### src/rtl/rdat_frame_arbiter_if.sv
// Presented-frame stream of the RDAT arbiter: frame, channel, valid/ready.
// master drives out_frame/out_ch/out_vld and samples out_rdy; slave is the consumer.
interface rdat_frame_arbiter_if #(
    parameter int FRAME_W  = 70,
    parameter int CH_IDX_W = 3
);
    logic [FRAME_W-1:0]  out_frame;
    logic [CH_IDX_W-1:0] out_ch;
    logic                out_vld;
    logic                out_rdy;

    modport master (
        output out_frame,
        output out_ch,
        output out_vld,
        input  out_rdy
    );

    modport slave (
        input  out_frame,
        input  out_ch,
        input  out_vld,
        output out_rdy
    );
endinterface

### src/rtl/rdat_frame_arbiter.sv
// RDAT frame capture into per-channel shadows, round-robin onto one stream.
// Ports: clk_3wi, rst_3wi (sync, high), frame_in/frame_vld (capture),
//   rdat_mirror (shadows), out_if (master: out_frame/out_ch/out_vld/out_rdy),
//   ovf_sticky/ovf_clr (lost-frame flags).
// Option macro RDAT_CHANGE_ONLY_EN: drop frames equal to the shadow after
//   the first frame per channel.
module rdat_frame_arbiter #(
    parameter int CH_COUNT = 8,
    parameter int FRAME_W  = 70,
    parameter int CH_IDX_W = 3
) (
    input  logic                         clk_3wi,
    input  logic                         rst_3wi,
    input  logic [CH_COUNT*FRAME_W-1:0]  frame_in,
    input  logic [CH_COUNT-1:0]          frame_vld,
    output logic [CH_COUNT*FRAME_W-1:0]  rdat_mirror,
    rdat_frame_arbiter_if.master         out_if,
    output logic [CH_COUNT-1:0]          ovf_sticky,
    input  logic [CH_COUNT-1:0]          ovf_clr
);

    typedef enum logic {
        IDLE    = 1'b0,
        PRESENT = 1'b1
    } state_t;

    state_t state_q, state_d;

    logic [FRAME_W-1:0]  shadow_q [CH_COUNT];
    logic [CH_COUNT-1:0] pend_q, pend_d;
    logic [CH_COUNT-1:0] ovf_q, ovf_d;
    logic [CH_COUNT-1:0] cap;
    logic [CH_COUNT-1:0] grant;
    logic [CH_IDX_W-1:0] rr_ptr_q, rr_ptr_d;
    logic [CH_IDX_W-1:0] sel;
    logic                any_pend;
    logic                load;
    logic                accept;

    logic [FRAME_W-1:0]  frame_q, frame_d;
    logic [CH_IDX_W-1:0] ch_q, ch_d;
    logic                vld_q, vld_d;

`ifdef RDAT_CHANGE_ONLY_EN
    logic [CH_COUNT-1:0] seen_q;
`endif

    // Forward scan from rr_ptr realised as a reverse loop: the last hit
    // written is the first pending channel in round-robin order.
    always_comb begin
        logic [CH_IDX_W:0] idx;
        idx      = '0;
        sel      = '0;
        any_pend = 1'b0;
        for (int k = CH_COUNT - 1; k >= 0; k--) begin
            idx = {1'b0, rr_ptr_q} + (CH_IDX_W + 1)'(k);
            if (idx >= (CH_IDX_W + 1)'(CH_COUNT)) begin
                idx = idx - (CH_IDX_W + 1)'(CH_COUNT);
            end
            if (pend_q[idx[CH_IDX_W-1:0]]) begin
                sel      = idx[CH_IDX_W-1:0];
                any_pend = 1'b1;
            end
        end
    end

    always_comb begin
        cap = '0;
        for (int i = 0; i < CH_COUNT; i++) begin
`ifdef RDAT_CHANGE_ONLY_EN
            cap[i] = frame_vld[i] &
                     (~seen_q[i] |
                      (frame_in[i*FRAME_W +: FRAME_W] != shadow_q[i]));
`else
            cap[i] = frame_vld[i];
`endif
        end
    end

    assign load   = (state_q == IDLE) & any_pend;
    assign accept = vld_q & out_if.out_rdy;
    assign grant  = load ? (CH_COUNT'(1) << sel) : '0;

    // A capture on the channel being granted refills pend without counting
    // as a loss; the granted frame is the pre-capture shadow.
    assign pend_d = (pend_q & ~grant) | cap;
    assign ovf_d  = (ovf_q & ~ovf_clr) | (cap & pend_q & ~grant);

    always_ff @(posedge clk_3wi) begin
        if (rst_3wi) begin
            state_q <= IDLE;
        end else begin
            state_q <= state_d;
        end
    end

    always_comb begin
        state_d = state_q;
        unique case (state_q)
            IDLE:    if (any_pend) state_d = PRESENT;
            PRESENT: if (accept)   state_d = IDLE;
            default: state_d = IDLE;
        endcase
    end

    always_comb begin
        frame_d  = frame_q;
        ch_d     = ch_q;
        vld_d    = vld_q;
        rr_ptr_d = rr_ptr_q;
        unique case (1'b1)
            load: begin
                frame_d = shadow_q[sel];
                ch_d    = sel;
                vld_d   = 1'b1;
            end
            accept: begin
                vld_d    = 1'b0;
                rr_ptr_d = (ch_q == CH_IDX_W'(CH_COUNT - 1)) ? '0
                                                             : ch_q + 1'b1;
            end
            default: ;
        endcase
    end

    always_ff @(posedge clk_3wi) begin
        if (rst_3wi) begin
            for (int i = 0; i < CH_COUNT; i++) begin
                shadow_q[i] <= '0;
            end
            pend_q   <= '0;
            ovf_q    <= '0;
            rr_ptr_q <= '0;
            frame_q  <= '0;
            ch_q     <= '0;
            vld_q    <= 1'b0;
        end else begin
            for (int i = 0; i < CH_COUNT; i++) begin
                if (cap[i]) begin
                    shadow_q[i] <= frame_in[i*FRAME_W +: FRAME_W];
                end
            end
            pend_q   <= pend_d;
            ovf_q    <= ovf_d;
            rr_ptr_q <= rr_ptr_d;
            frame_q  <= frame_d;
            ch_q     <= ch_d;
            vld_q    <= vld_d;
        end
    end

`ifdef RDAT_CHANGE_ONLY_EN
    always_ff @(posedge clk_3wi) begin
        if (rst_3wi) begin
            seen_q <= '0;
        end else begin
            seen_q <= seen_q | cap;
        end
    end
`endif

    for (genvar g = 0; g < CH_COUNT; g++) begin : g_mirror
        assign rdat_mirror[g*FRAME_W +: FRAME_W] = shadow_q[g];
    end

    assign ovf_sticky       = ovf_q;
    assign out_if.out_frame = frame_q;
    assign out_if.out_ch    = ch_q;
    assign out_if.out_vld   = vld_q;

endmodule

### src/flat_wrapper.sv
// flat-port wrapper written by rule: the top's interface ports become plain ports
module rdat_frame_arbiter_flat 
#(
    parameter int CH_COUNT = 8,
    parameter int FRAME_W  = 70,
    parameter int CH_IDX_W = 3
)
  (clk_3wi, rst_3wi, frame_in, frame_vld, rdat_mirror, ovf_sticky, ovf_clr, out_if_out_frame, out_if_out_ch, out_if_out_vld, out_if_out_rdy);
  rdat_frame_arbiter_if #(.FRAME_W(FRAME_W), .CH_IDX_W(CH_IDX_W)) out_if_i ();
  input  logic clk_3wi;
  input  logic rst_3wi;
  input  logic [CH_COUNT*FRAME_W-1:0] frame_in;
  input  logic [CH_COUNT-1:0] frame_vld;
  output logic [CH_COUNT*FRAME_W-1:0] rdat_mirror;
  output logic [CH_COUNT-1:0] ovf_sticky;
  input  logic [CH_COUNT-1:0] ovf_clr;
  output wire logic [$bits(out_if_i.out_frame)-1:0] out_if_out_frame;
  output wire logic [$bits(out_if_i.out_ch)-1:0] out_if_out_ch;
  output wire logic [$bits(out_if_i.out_vld)-1:0] out_if_out_vld;
  input wire logic [$bits(out_if_i.out_rdy)-1:0] out_if_out_rdy;
  assign out_if_out_frame = out_if_i.out_frame;
  assign out_if_out_ch = out_if_i.out_ch;
  assign out_if_out_vld = out_if_i.out_vld;
  assign out_if_i.out_rdy = out_if_out_rdy;
  rdat_frame_arbiter #(.CH_COUNT(CH_COUNT), .FRAME_W(FRAME_W), .CH_IDX_W(CH_IDX_W)) u_core (.clk_3wi(clk_3wi), .rst_3wi(rst_3wi), .frame_in(frame_in), .frame_vld(frame_vld), .rdat_mirror(rdat_mirror), .out_if(out_if_i), .ovf_sticky(ovf_sticky), .ovf_clr(ovf_clr));
endmodule
### config.mk
export PLATFORM = sky130hd
export DESIGN_NAME = rdat_frame_arbiter_flat
export DESIGN_NICKNAME = d
export VERILOG_FILES = /design/src/rtl/rdat_frame_arbiter_if.sv /design/src/rtl/rdat_frame_arbiter.sv /design/src/flat_wrapper.sv
export SDC_FILE = /design/constraint.sdc
export NUM_CORES = 1
export LEC_CHECK = 0
export ABC_AREA = 1
export CAP_MARGIN = 20
export CORE_AREA = 2 2 474 476
export DETAILED_ROUTE_END_ITERATION = 12
export DIE_AREA = 0 0 476 478
export GPL_TIMING_DRIVEN = 0
export SLEW_MARGIN = 5
export SYNTH_ARGS = -nofsm -noshare
export SYNTH_HDL_FRONTEND = slang
export SYNTH_SLANG_ARGS = --single-unit
### constraint.sdc
create_clock -name clk_3wi -period 5 [get_ports clk_3wi]
set_input_delay 1 -clock clk_3wi [delete_from_list [all_inputs] [get_ports clk_3wi]]
set_output_delay 1 -clock clk_3wi [all_outputs]
set_load 0.02 [all_outputs]
==> out/metrics.yaml <==
ff2ff_path_depth: 26
min_period_ps: 4600
grt_setup_unrepaired: "false"
p_leak_nw: 23.3
drtAntennaViolNets: 0
rows: 174
drc: 0
clk_pin_slew_ps: 60
worstPathRequired_ps: 5640
syn-num-nets: 4481
cp_max_fo: 11
grt_max_degree: 39
synthTopCellsByCount: "1,346 x nand2_1, 644 x inv_1, 571 x nor2_1, 560 x edfxtp_1, 387 x nand3_1"
power_mw: 23.3
met1_length_um: 103000
synth_adder_area_share_pct: 0.157
clock_sinks: 654
fin_worst_skew_ps: 22.8
drt-pass1-iter-count: 7
synth_ff_type: "edfxtp_1"
outcome: "finished, final reports clean"
syn_area_per_cell_um2: 8.17
synth_top_family_by_area: "simple AND/OR/NAND/NOR gates"
arrival_ps: 5250
drive_above_1_share_pct: 6.25
pwr-share-comb_pct: 41.4
p_switching_mw: 10.1
synth_edf_count: 560
swShare_pct: 43.3
setup_ws_ps: 395
clock_latency_ps: 710
worst_path_max_delay_cell: "ha_2"
cp-end-kind: "register"
peakVddDrop_v: 0.000218
yosysTopAreaCell: "edfxtp_1"
wl_met3_um: 28800
wl_per_cell_um: 31.4
crit_top_cell: "nand2_1"
layout.nets: 5809
hold_depth: 2
p_int_mw: 13.2
grt_pass1_vias: 32600
synth_xor_area_share_pct: 0.0275
ctsHoldBuffers: 0
hold_viol: 0
cp-start-kind: "register"
pwr-share-clk_pct: 27.6
pwr_density_cell_mw_per_mm2: 453
syn_inst: 3898
synth_warnings: 0
fillers: 24700
gp_congestion: 0.876
routed_via_density: 4.01
io_pins: 1221
grt_pass1_wl_um: 327000
cts_root_buffer: "clkbuf_16"
start_util_pct: 14.3
slowest_delay_ps: 530
setup_viol: 0
die_x_um: 476
drt_iter0_drc: 3048
grtUsageTotal_pct: 22.1
die_area_mm2: 0.228
htreeDepth: 3
max_freq_ghz: 0.217
path_class: "reg -> reg"
fin_crit_sh_pct: 92.1
antenna_found_initial: 51
ys_ff_latch: 654
relSlewSlack_pct: 16.5
syn_to_final_growth_pct: 61.3
cts_made_buffers: 84
synth_most_common_cell: "nand2_1"
drv_cap: 0
synth.area.top_cells: "edfxtp_1 53%, nand2_1 16%, inv_1 7.6%, nor2_1 6.7%, nand3_1 6.1%"
dpl.hpwl_um: 218000
num_vias: 33300
tns_ps: 0
fin_util_pct: 23.0
top_layer_used: "met4"
synth.distinct_cells: 28
synth_compound_gate_area_share_pct: 0.554
hold_path.class: "reg -> reg"
dr_wl_met2_um: 118000
synthMuxAreaShare_pct: 0
ys_async_sr_fraction_pct: 0
dp_slack_ps: -723
holdWs_ps: 474
die_height_um: 478
post_cts_buffers: 0
final_max_slew_viol_count: 0
synth_top_area_share_pct: 52.8
r2r_slack_ps: 400
grt_overflow: 0
clock_path_buffers: 3
synth-seq-area-share_pct: 58.7
port_buffers: 1220
path_buf_inv: 8
routed_wl_um: 261000
worst_slew_pin_slew_ps: 1250
yosys.area_share.simple_pct: 29.2
core_mm2: 0.223
cp_num_cells: 26
path_delay_family: "buffers and inverters"
cts_tree: "yes"
p_seq_share_pct: 31.0
synth.cell_area_mm2: 0.0318
routing by layer:
layer	track usage (%)	up-vias
met1	26.6	16300
met5	0	-
met3	7.99	365
met2	35.7	1972
met4	8.56	0
li1	-	14700
logic make-up after synthesis:
| logic type | count (synthesis) |
|---|---|
| DFF | 654 |
| xor gates and xnor gates | 1 |
| adders and majority gates | 4 |
| and+or+nand+nor | 2327 |
| buffers and inverters | 879 |
| AOI/OAI and AO/OA | 33 |
placed cells by master (no fill, tap or decap), types with 9 or more instances in the layout:
master	instances
nand2_1	1338
a21oi_1	14
nand3_1	387
nand2_2	11
clkbuf_16	85
buf_16	14
diode_2	26
dfxtp_1	94
clkbuf_1	97
clkbuf_2	10
inv_2	16
o21ai_0	10
buf_6	10
clkdlybuf4s50_1	1220
buf_4	40
buf_2	75
nor2_1	570
bufinv_16	9
clkinv_1	11
edfxtp_1	560
inv_1	644
clkinv_2	9
registers in the layout (all words and copies together), names as in the netlist:
register                 count
u_core.rr_ptr_q              3
u_core.out_if.out_ch         3
u_core.shadow_q            560
u_core.state_q               1
u_core.ovf_sticky            8
u_core.out_if.out_vld        1
u_core.out_if.out_frame     70
u_core.pend_q                8
what timing repair did:
| action | CTS | global route |
|---|---|---|
| endpoints found under the hold margin | 0 | 0 |
| cloned | 0 | 0 |
| endpoints found under the setup margin | 86 | 73 |
| gates resized for setup | 19 | 18 |
power groups by stage:
stage	clock, mW	sequential, mW	combinational (mW)
after global routing	6.74	7.27	10.2
after CTS	6.58	7.22	9.66
after floorplan	0	7.73	3.58
after global placement	0	7.34	9.55
final	6.41	7.22	9.63
after detailed placement	0	7.32	9.63
worst register-to-register path, delay by kind of cell (launching register included):
| kind | cells | cell delay [ps] |
|---|---|---|
| buf+inv | 8 | 2020 |
| simple gates | 17 | 1660 |
| fa+ha+maj | 1 | 540 |
| flops | 1 | 330 |
layout make-up:
cell class	instances	area, um2	area share [%]
buffer	216	1180	2.30
timing repair buffer	1243	12800	24.8
tap	2992	3740	7.29
sequential	654	18700	36.4
multi-input combinational	2365	9610	18.7
clock buffer	108	2230	4.35
antenna	26	65.1	0.127
inverter	662	2490	4.85
clock inverter	48	569	1.11
final timing paths:
kind                                                      start                                        to
worst max-delay path            u_core.rr_ptr_q[1]$_SDFFE_PP0P_  u_core.out_if.out_frame[20]$_SDFFE_PP0P_
worst min-delay path            u_core.ovf_sticky[4]$_SDFF_PP0_           u_core.ovf_sticky[4]$_SDFF_PP0_
worst max register to register  u_core.rr_ptr_q[1]$_SDFFE_PP0P_  u_core.out_if.out_frame[20]$_SDFFE_PP0P_
worst min register to register  u_core.ovf_sticky[4]$_SDFF_PP0_           u_core.ovf_sticky[4]$_SDFF_PP0_
metrics by stage:
step	instance area (um2)	instances
2_1_floorplan	31800	3898
6_report	51400	8314
5_1_grt	51300	8295
4_1_cts	51200	8287
3_3_place_gp	47800	8110
3_5_place_dp	48400	8132
Power figures use the tool's default switching activity.
